`config.mk`:
```
export PLATFORM = sky130hd
export DESIGN_NAME = cl_ocl_axil_regs
export DESIGN_NICKNAME = d
export VERILOG_FILES = /design/src/rtl/cl_ocl_axil_regs_pkg.sv /design/src/rtl/cl_ocl_cycle_cnt.sv /design/src/rtl/cl_ocl_axil_regs.sv
export SDC_FILE = /design/constraint.sdc
export NUM_CORES = 1
export LEC_CHECK = 0
export BUFFER_PORTS_ARGS = -buffer_cell sky130_fd_sc_hd__buf_4
export CAP_MARGIN = 25
export CORE_ASPECT_RATIO = 1.25
export CORE_MARGIN = 1.5
export CORE_UTILIZATION = 50
export CTS_CLUSTER_SIZE = 30
export DETAILED_ROUTE_END_ITERATION = 12
export PLACE_DENSITY = 0.85
export REMOVE_ABC_BUFFERS = 1
export SLEW_MARGIN = 20
export SYNTH_ARGS = -nofsm -noshare
export SYNTH_HDL_FRONTEND = slang
export SYNTH_SLANG_ARGS = --single-unit
```
`constraint.sdc`:
```
create_clock -name clk_main_a0 -period 1.9 [get_ports clk_main_a0]
set_input_delay 0.285 -clock clk_main_a0 [delete_from_list [all_inputs] [get_ports clk_main_a0]]
set_output_delay 0.285 -clock clk_main_a0 [all_outputs]
set_load 0.02 [all_outputs]
```
`src/rtl/cl_ocl_axil_regs_pkg.sv`:
```
// ---------------------------------------------------------------------------
// cl_ocl_axil_regs_pkg
// Shared definitions for the OCL (AppPF BAR0) AXI-Lite register file:
//   - register byte addresses (decode uses addr[31:2])
//   - AXI response codes and the unmapped-read filler word
//   - write / read channel FSM state encodings
//   - byte-strobe merge helper
// ---------------------------------------------------------------------------
package cl_ocl_axil_regs_pkg;

    localparam logic [31:0] HELLO_WORLD = 32'h0000_0500;
    localparam logic [31:0] VLED        = 32'h0000_0504;
    localparam logic [31:0] CNT_LO      = 32'h0000_0508;
    localparam logic [31:0] CNT_HI      = 32'h0000_050C;
    localparam logic [31:0] SCRATCH     = 32'h0000_0510;

    localparam logic [1:0]  OKAY        = 2'b00;
    localparam logic [1:0]  SLVERR      = 2'b10;

    localparam logic [31:0] DEAD_BEEF   = 32'hDEAD_BEEF;

    localparam int          CNT_W       = 64;

    typedef enum logic {W_IDLE, W_RESP} wr_state_t;
    typedef enum logic {R_IDLE, R_DATA} rd_state_t;

    // Replace only the byte lanes whose strobe bit is set.
    function automatic logic [31:0] apply_strb(input logic [31:0] cur,
                                               input logic [31:0] wr,
                                               input logic [3:0]  strb);
        logic [31:0] res;
        for (int i = 0; i < 4; i++) begin
            res[i*8 +: 8] = strb[i] ? wr[i*8 +: 8] : cur[i*8 +: 8];
        end
        return res;
    endfunction

endpackage

```
`src/rtl/cl_ocl_cycle_cnt.sv`:
```
// ---------------------------------------------------------------------------
// cl_ocl_cycle_cnt
// Free-running 64-bit cycle counter with a high-word snapshot.
//   clk, rst_n : clock, asynchronous active-low reset
//   clr        : clears counter and snapshot (wins over snap)
//   snap       : captures count[63:32] so a later high-word read is coherent
//                with the low word read on the same edge
//   count      : current count (wraps 2^64-1 -> 0)
//   snap_hi    : captured high word
// ---------------------------------------------------------------------------
module cl_ocl_cycle_cnt
    import cl_ocl_axil_regs_pkg::*;
(
    input  logic             clk,
    input  logic             rst_n,
    input  logic             clr,
    input  logic             snap,
    output logic [CNT_W-1:0] count,
    output logic [31:0]      snap_hi
);

    always_ff @(posedge clk or negedge rst_n) begin
        if (!rst_n) begin
            count   <= '0;
            snap_hi <= '0;
        end else if (clr) begin
            count   <= '0;
            snap_hi <= '0;
        end else begin
            count <= count + 1'b1;
            if (snap) begin
                snap_hi <= count[63:32];
            end
        end
    end

endmodule

```
`src/rtl/cl_ocl_axil_regs.sv`:
```
// ---------------------------------------------------------------------------
// cl_ocl_axil_regs
// AXI-Lite slave register file on the OCL BAR0 path. One outstanding write
// and one outstanding read; the two channels run independently.
//   clk_main_a0, rst_main_n           : clock, asynchronous active-low reset
//   aw*/w*/b*                         : AXI-Lite write address/data/response
//   ar*/r*                            : AXI-Lite read address/data
//   cl_sh_status_vled                 : VLED[15:0] to the shell
// Registers: 0x500 HELLO_WORLD (read halfword-swapped), 0x504 VLED[15:0],
// 0x510 SCRATCH. Unmapped: write ignored + SLVERR, read DEAD_BEEF + SLVERR.
// Optional feature macro CL_OCL_REGS_CYCLE_CNT_EN adds a 64-bit cycle
// counter at 0x508 (CNT_LO, snapshots high word) / 0x50C (CNT_HI).
// ---------------------------------------------------------------------------
module cl_ocl_axil_regs
    import cl_ocl_axil_regs_pkg::*;
(
    input  logic        clk_main_a0,
    input  logic        rst_main_n,
    input  logic        awvalid,
    output logic        awready,
    input  logic [31:0] awaddr,
    input  logic        wvalid,
    output logic        wready,
    input  logic [31:0] wdata,
    input  logic [3:0]  wstrb,
    output logic        bvalid,
    input  logic        bready,
    output logic [1:0]  bresp,
    input  logic        arvalid,
    output logic        arready,
    input  logic [31:0] araddr,
    output logic        rvalid,
    input  logic        rready,
    output logic [31:0] rdata,
    output logic [1:0]  rresp,
    output logic [15:0] cl_sh_status_vled
);

    // Held low during reset and for the first edge after release, so the
    // ready outputs only come up on the first clock after reset.
    logic        ready_en;

    wr_state_t   wr_state, wr_next;
    rd_state_t   rd_state, rd_next;

    logic        aw_done, w_done;
    logic [29:0] aw_addr_q;
    logic [31:0] w_data_q;
    logic [3:0]  w_strb_q;

    logic        aw_hs, w_hs, b_hs, ar_hs, r_hs;
    logic        wr_fire;
    logic [29:0] wr_addr;
    logic [31:0] wr_data;
    logic [3:0]  wr_strb;

    logic [31:0] hello_q;
    logic [15:0] vled_q;
    logic [31:0] scratch_q;

    logic [31:0] rd_data_mux;
    logic [1:0]  rd_resp_mux;

    logic        unused_bits;

    assign aw_hs = awvalid && awready;
    assign w_hs  = wvalid && wready;
    assign b_hs  = bvalid && bready;
    assign ar_hs = arvalid && arready;
    assign r_hs  = rvalid && rready;

    // The write commits on the edge where the second of AW/W is captured;
    // whichever arrived earlier comes from its holding register.
    assign wr_fire = (wr_state == W_IDLE) && (aw_done || aw_hs) && (w_done || w_hs);
    assign wr_addr = aw_done ? aw_addr_q : awaddr[31:2];
    assign wr_data = w_done  ? w_data_q  : wdata;
    assign wr_strb = w_done  ? w_strb_q  : wstrb;

    assign cl_sh_status_vled = vled_q;

`ifdef CL_OCL_REGS_CYCLE_CNT_EN
    logic [CNT_W-1:0] cnt_count;
    logic [31:0]      cnt_snap_hi;
    logic             cnt_clr, cnt_snap;

    assign cnt_clr  = wr_fire && ((wr_addr == CNT_LO[31:2]) || (wr_addr == CNT_HI[31:2]));
    assign cnt_snap = ar_hs && (araddr[31:2] == CNT_LO[31:2]);

    cl_ocl_cycle_cnt u_cycle_cnt (
        .clk     (clk_main_a0),
        .rst_n   (rst_main_n),
        .clr     (cnt_clr),
        .snap    (cnt_snap),
        .count   (cnt_count),
        .snap_hi (cnt_snap_hi)
    );

    assign unused_bits = ^{awaddr[1:0], araddr[1:0], cnt_count[63:32]};
`else
    assign unused_bits = ^{awaddr[1:0], araddr[1:0]};
`endif

    always_ff @(posedge clk_main_a0 or negedge rst_main_n) begin
        if (!rst_main_n) begin
            ready_en <= 1'b0;
        end else begin
            ready_en <= 1'b1;
        end
    end

    // ---------------- write channel FSM ----------------
    always_ff @(posedge clk_main_a0 or negedge rst_main_n) begin
        if (!rst_main_n) begin
            wr_state <= W_IDLE;
        end else begin
            wr_state <= wr_next;
        end
    end

    always_comb begin
        wr_next = wr_state;
        case (wr_state)
            W_IDLE: if (wr_fire) wr_next = W_RESP;
            W_RESP: if (bready)  wr_next = W_IDLE;
            default: wr_next = W_IDLE;
        endcase
    end

    always_comb begin
        awready = 1'b0;
        wready  = 1'b0;
        bvalid  = 1'b0;
        case (wr_state)
            W_IDLE: begin
                awready = ready_en && !aw_done;
                wready  = ready_en && !w_done;
            end
            W_RESP: bvalid = 1'b1;
            default: ;
        endcase
    end

    // Per-channel capture; flags stay set through W_RESP and clear on B.
    always_ff @(posedge clk_main_a0 or negedge rst_main_n) begin
        if (!rst_main_n) begin
            aw_done   <= 1'b0;
            w_done    <= 1'b0;
            aw_addr_q <= '0;
            w_data_q  <= '0;
            w_strb_q  <= '0;
        end else if (b_hs) begin
            aw_done <= 1'b0;
            w_done  <= 1'b0;
        end else begin
            if (aw_hs) begin
                aw_done   <= 1'b1;
                aw_addr_q <= awaddr[31:2];
            end
            if (w_hs) begin
                w_done   <= 1'b1;
                w_data_q <= wdata;
                w_strb_q <= wstrb;
            end
        end
    end

    // Register file update and write response.
    always_ff @(posedge clk_main_a0 or negedge rst_main_n) begin
        if (!rst_main_n) begin
            hello_q   <= '0;
            vled_q    <= '0;
            scratch_q <= '0;
            bresp     <= OKAY;
        end else if (wr_fire) begin
            case (wr_addr)
                HELLO_WORLD[31:2]: begin
                    hello_q <= apply_strb(hello_q, wr_data, wr_strb);
                    bresp   <= OKAY;
                end
                VLED[31:2]: begin
                    vled_q <= {wr_strb[1] ? wr_data[15:8] : vled_q[15:8],
                               wr_strb[0] ? wr_data[7:0]  : vled_q[7:0]};
                    bresp  <= OKAY;
                end
                SCRATCH[31:2]: begin
                    scratch_q <= apply_strb(scratch_q, wr_data, wr_strb);
                    bresp     <= OKAY;
                end
`ifdef CL_OCL_REGS_CYCLE_CNT_EN
                CNT_LO[31:2], CNT_HI[31:2]: bresp <= OKAY;
`endif
                default: bresp <= SLVERR;
            endcase
        end
    end

    // ---------------- read channel FSM ----------------
    always_ff @(posedge clk_main_a0 or negedge rst_main_n) begin
        if (!rst_main_n) begin
            rd_state <= R_IDLE;
        end else begin
            rd_state <= rd_next;
        end
    end

    always_comb begin
        rd_next = rd_state;
        case (rd_state)
            R_IDLE: if (ar_hs) rd_next = R_DATA;
            R_DATA: if (r_hs)  rd_next = R_IDLE;
            default: rd_next = R_IDLE;
        endcase
    end

    always_comb begin
        arready = 1'b0;
        rvalid  = 1'b0;
        case (rd_state)
            R_IDLE: arready = ready_en;
            R_DATA: rvalid  = 1'b1;
            default: ;
        endcase
    end

    // Read mux sees pre-edge register values, so a read landing on the same
    // edge as a write to that register returns the old contents.
    always_comb begin
        rd_data_mux = DEAD_BEEF;
        rd_resp_mux = SLVERR;
        case (araddr[31:2])
            HELLO_WORLD[31:2]: begin
                rd_data_mux = {hello_q[15:0], hello_q[31:16]};
                rd_resp_mux = OKAY;
            end
            VLED[31:2]: begin
                rd_data_mux = {16'h0000, vled_q};
                rd_resp_mux = OKAY;
            end
            SCRATCH[31:2]: begin
                rd_data_mux = scratch_q;
                rd_resp_mux = OKAY;
            end
`ifdef CL_OCL_REGS_CYCLE_CNT_EN
            CNT_LO[31:2]: begin
                rd_data_mux = cnt_count[31:0];
                rd_resp_mux = OKAY;
            end
            CNT_HI[31:2]: begin
                rd_data_mux = cnt_snap_hi;
                rd_resp_mux = OKAY;
            end
`endif
            default: ;
        endcase
    end

    always_ff @(posedge clk_main_a0 or negedge rst_main_n) begin
        if (!rst_main_n) begin
            rdata <= '0;
            rresp <= OKAY;
        end else if (ar_hs) begin
            rdata <= rd_data_mux;
            rresp <= rd_resp_mux;
        end
    end

endmodule
```
Word level (Yosys, flattened, before mapping)
Cells that the tools add are included.
{ "word_totals": {"regBits": 187, "input_bits": 107, "wordCells": 80} }
{ "op_classes": {"eq_ne": 6, "muxes": 21, "bitwise": 3, "n_reduce_logical": 29} }
{ "op_table": {"columns": ["cell", "n"], "rows": [
  ["30-bit by 9-bit == test with 1-bit output, second input constant", 6],
  ["32-bit case mux with 3 select lines", 1],
  ["32-bit two-way mux", 1],
  ["30-bit two-way mux", 1],
  ["3-bit AND reduction", 10],
  ["1-bit two-way mux", 13],
  ["1-bit logical AND", 9],
  ["3-bit OR reduction", 2],
  ["2-bit two-way mux", 2],
  ["4-bit two-way mux", 1],
  ["1-bit case mux with 2 select lines", 2],
  ["2-bit AND reduction", 2],
  ["2-bit nonzero test", 2],
  ["1-bit inverter", 3],
  ["1-bit logical NOT", 2],
  ["1-bit logical OR", 2]
]} }

Longest topological paths before layout
{ "logic_depth": {"depth_word": 9, "mapped_depth": 7, "ltp_nobuf": 5} }

Least setup slack after synthesis
OpenSTA, ideal clock, no wires.
{ "synth_timing": {"kind": "register to register", "from": "register wr_state", "to": "register w_data_q[10]", "setup_ns": 0.125, "arrival_ns": 2.071, "setup_slack_ns": -0.296, "stages_incl_launch_ff": 7, "n_path_buf": 2, "cell_sequence": "dfrtp_1 > nand2b_1 > nor2_1 > and2_1 > clkbuf_1 > buf_2 > mux2_2"} }
{ "synth_via": {"word_cells_on_any_way": 6, "classes_between": "2 x mux; 1 x bitwise; 3 x reduce/logical"} }
{ "synth_lines": {"columns": ["item", "line", "source"], "rows": [
  ["from (decl)", "cl_ocl_axil_regs.sv:43", "wr_state_t wr_state, wr_next;"],
  ["from (signal assigned)", "cl_ocl_axil_regs.sv:116", "wr_state <= wr_next;"],
  ["1-bit two-way mux", "cl_ocl_axil_regs.sv:133", "case (wr_state)"],
  ["via wready", "cl_ocl_axil_regs.sv:23", "output logic wready,"],
  ["1-bit logical AND", "cl_ocl_axil_regs.sv:67", "assign w_hs = wvalid && wready;"],
  ["2-bit AND reduction (no source line)", null, null],
  ["to (signal assigned)", "cl_ocl_axil_regs.sv:161", "w_data_q <= wdata;"],
  ["to (decl)", "cl_ocl_axil_regs.sv:48", "logic [31:0] w_data_q;"]
]} }
The timed path passes the listed nets, and every way through them passes these cells.
A chain may end at the register's enable or synchronous reset.

Final worst setup path
{ "layout_timing": {"from": "register aw_done", "to": "register hello_q[22]"} }
{ "layout_via": {"elab_chain_len": 8, "word_cells_on_any_way": 10, "classes_between": "1 x eq/ne; 2 x mux; 7 x reduce/logical"} }
{ "layout_lines": {"columns": ["item", "line", "source"], "rows": [
  ["from (decl)", "cl_ocl_axil_regs.sv:46", "logic aw_done, w_done;"],
  ["from (signal assigned)", "cl_ocl_axil_regs.sv:146", "aw_done <= 1'b0;"],
  ["from (signal assigned)", "cl_ocl_axil_regs.sv:152", "aw_done <= 1'b0;"],
  ["from (signal assigned)", "cl_ocl_axil_regs.sv:156", "aw_done <= 1'b1;"],
  ["1-bit logical NOT", "cl_ocl_axil_regs.sv:135", "awready = ready_en && !aw_done;"],
  ["1-bit logical AND", "cl_ocl_axil_regs.sv:135", null],
  ["1-bit two-way mux", "cl_ocl_axil_regs.sv:133", null],
  ["1-bit logical AND", "cl_ocl_axil_regs.sv:66", "assign aw_hs = awvalid && awready;"],
  ["1-bit logical OR", "cl_ocl_axil_regs.sv:74", "assign wr_fire = (wr_state == W_IDLE) && (aw_done || aw_hs) && (w_done || w_hs);"],
  ["1-bit logical AND (2 in series)", "cl_ocl_axil_regs.sv:74", null],
  ["3-bit AND reduction (no source line) (*)", null, null],
  ["to (signal assigned)", "cl_ocl_axil_regs.sv:177", "hello_q <= apply_strb(hello_q, wr_data, wr_strb);"],
  ["to (decl)", "cl_ocl_axil_regs.sv:57", "logic [31:0] hello_q;"]
]} }
Every way passes the cells marked *; elsewhere a longest branch is shown, timed or not.

==> metrics.csv <==
metric,value,unit
via_per_inst,5.62,
postRouteAntennaNets,0,
synthesis.area,8230,sq um
final_area,10700,sq um
p_switching,3.12,mW
violations,negative setup slack,
p_sw_frac,0.276,
critPathRequiredTime,2.20,ns
crit_chain,or4_4 > o32a_1 > a21oi_4 > nand4_2 > buf_6 > mux2_2,
drv_slew,0,
ys_types,43,
grt_pass1_vias,6435,
setup_ws,-0.258,ns
fin_crit_sh,1.14,
async_flop_share,1.00,
drt_first_pass_iters,4,
grt_pass1_wl,32.7,mm
die_w,118,microns
peakVddDrop,0.000654,V
design.core.area,16100,sq um
grt_remaining_overflow,0,
path_max_fanout,8,
cts_sinks,185,
gp_congestion,0.841,
synth_edf_count,0,
pre_cts_ws,-0.299,ns
grt_max_degree,44,
critPathLaunchType,register,
critPathBufInv,1,
vias,5742,
hp-start,bready,
pwr-share-clk,0.299,
numCtsBuffers,17,
start_util,0.510,
cts_max_level,4,
dieArea,17200,sq um
r2r_cells,6,
pwr-share-comb,0.245,
ys.flop_type,dfrtp_1,
wl_met2,10.9,mm
io_buffers,157,
end_kind,register,
final_cells,1021,
ios,164,
reg2reg_to,hello_q[22]$_DFFE_PN0P_,
r2r-start,aw_done$_DFFE_PN0P_,
rsz0062_at_grt,yes,
clock_latency,0.43,ns
drv_cap,0,
finalHoldViolCount,0,
fin_hold_ws,0.0446,ns
power_density,1060,nW/um^2
dieHeight,146,microns
grt_util_all_layers,0.243,
leakagePower,4.94,nW
drcViolationCount,0,
worst_path_max_delay_cell,or4_4,
cts_root_buffer,clkbuf_16,
hold_path_depth,2,
path_class,register to register,
clkTransAtPathRegs,0.07,ns
crit_family,simple AND/OR/NAND/NOR gates,
rows,52,
wl_met1,7.76,mm
antenna_found_initial,0,
status,"complete, but fails checks",
final-setup-viol-count,80,
hold_end,w_done$_DFFE_PN0P_,
cpPeakStageDelay,0.58,ns
syn_avg_cell_area,13.7,sq um
yosysSeqAreaShare,0.562,
worst_ep_arrival_time,2.46,ns
post_drt_wl_per_cell,19.9,microns
hold_path_class,input pin to register,
wl_met3,1.18,mm
syn_to_final_growth,29.8,%
synth_cells,602,
p_int,8.18,mW
fin_crit,2.16,ns
finish.net_count,901,
cts_max_path_buffers,2,
drt_iter0_markers,225,
fmaxAchievable,463,MHz
wl,20.3,mm
dpl_cell_area,9980,sq um
diodes,0,
hpwl,14.6,mm
drive_gt1_frac,0.538,
ys_ff_latch,185,
rrSetupSlack,-0.26,ns
p_seq_frac,0.456,
top_layer,met4,
skew,0.00981,ns
yosysWarnings,0,
cts_tree,done,
dp.cells,987,
==> area by class of cell <==
class	instances	area [sq um]
Sequential cell	185	4630
Fill cell	1164	5450
Tap cell	216	270
Clock inverter	9	101
Timing Repair Buffer	203	1660
Inverter	4	15.0
Clock buffer	21	450
Multi-Input combinational cell	383	3560
==> placed cells by master, fill, tap and decap left out, types with 5 or more instances in the layout <==
| cell | n |
|---|---|
| mux2i_1 | 32 |
| dfrtp_1 | 183 |
| buf_12 | 9 |
| o31ai_1 | 5 |
| clkinv_2 | 5 |
| nand2_1 | 31 |
| o22a_1 | 24 |
| clkbuf_16 | 17 |
| buf_4 | 187 |
| nor4_1 | 11 |
| mux2_2 | 180 |
| o21ai_0 | 20 |
| buf_6 | 6 |
| nor2_1 | 17 |
==> power by group through the flow <==
stage	logic (mW)	clock network (mW)	registers [mW]
finish	2.77	3.38	5.15
CTS	2.76	3.42	5.13
detailed placement	2.69	0	5.18
floorplan	1.59	0	5.18
global route	2.99	3.58	5.24
global placement	2.54	0	5.10
==> routing by layer <==
layer | global-route usage | up-vias
li1 | - | 2604
met1 | 0.270 | 2918
met2 | 0.442 | 183
met3 | 0.0660 | 37
met4 | 0.0927 | 0
met5 | 0 | -
==> cells by family after synthesis <==
kind of cell / Yosys count / share of synthesized area
multiplexers: 213 / 0.286
buffers and inverters: 35 / 0.0176
other: 2 / 0.000912
flip-flops: 185 / 0.562
AND/OR/NAND/NOR: 101 / 0.0726
AO/OA/AOI/OAI: 66 / 0.0600
==> cell usage after synthesis, types with 2 or more instances <==
cell | instances | area [sq um]
inv_1 | 4 | 15.0
nor3_1 | 5 | 25.0
a21o_1 | 2 | 15.0
nand3_1 | 3 | 15.0
nor4bb_1 | 2 | 20.0
and2_1 | 2 | 12.5
nand4_2 | 4 | 50.1
nand4_1 | 4 | 25.0
nand2_1 | 31 | 116
nor2_1 | 17 | 63.8
nor2b_1 | 4 | 25.0
or3_1 | 2 | 12.5
nor4b_1 | 2 | 17.5
buf_4 | 2 | 15.0
a22o_1 | 3 | 26.3
dfrtp_1 | 185 | 4630
o21ai_0 | 20 | 100
nand4_4 | 2 | 42.5
o31ai_1 | 5 | 37.5
clkbuf_1 | 20 | 75.1
mux2i_1 | 32 | 320
o22a_1 | 24 | 210
conb_1 | 2 | 7.51
a21oi_1 | 4 | 20.0
buf_1 | 4 | 15.0
nand3_2 | 4 | 40.0
buf_2 | 5 | 25.0
mux2_2 | 181 | 2040
nor4_1 | 13 | 81.3
==> worst reg2reg max path, delay by kind of cell (launching register included) <==
kind,cells,cell delay [ns]
AND/OR/NAND/NOR,2,0.71
AO/OA/AOI/OAI,2,0.45
buffers and inverters,1,0.17
multiplexers,1,0.28
flip-flops,1,0.42
==> worst max path at each step <==
stage	end	startpoint	cells after the start	slack [ns]
after global placement	hello_q[3]$_DFFE_PN0P_	awaddr[3]	7	-0.21
after floorplan	w_data_q[0]$_DFFE_PN0P_	w_done$_DFFE_PN0P_	3	-0.91
final	hello_q[22]$_DFFE_PN0P_	aw_done$_DFFE_PN0P_	6	-0.26
after CTS	cl_sh_status_vled[11]$_DFFE_PN0P_	aw_done$_DFFE_PN0P_	7	-0.21
after detailed placement	scratch_q[17]$_DFFE_PN0P_	awaddr[18]	8	-0.30
after global routing	scratch_q[20]$_DFFE_PN0P_	aw_done$_DFFE_PN0P_	8	-0.31
==> registers in the layout (all words and copies together) (netlist names) <==
register	count
rdata	32
aw_addr_q	30
bresp	1
rd_state	1
scratch_q	32
w_data_q	32
hello_q	32
aw_done	1
w_strb_q	4
rresp	1
cl_sh_status_vled	16
w_done	1
ready_en	1
wr_state	1
==> what timing repair did <==
item	4_1_cts	5_1_grt
resized for setup	16	5
pin swaps	6	2
setup buffers	3	1
endpoints found under the setup margin	80	134
hold buffers	1	0
hold endpoints to repair	38	0
==> metrics by stage <==
stage,utilization,power [mW],setup TNS (ns)
after floorplan,-,6.77,-117.97
after global placement,0.618,7.64,-14.87
final,0.662,11.3,-17.08
after CTS,0.661,11.3,-13.72
after detailed placement,0.618,7.87,-21.60
after global routing,0.662,11.8,-22.08
Note: power is estimated with default switching activity, not from simulation.
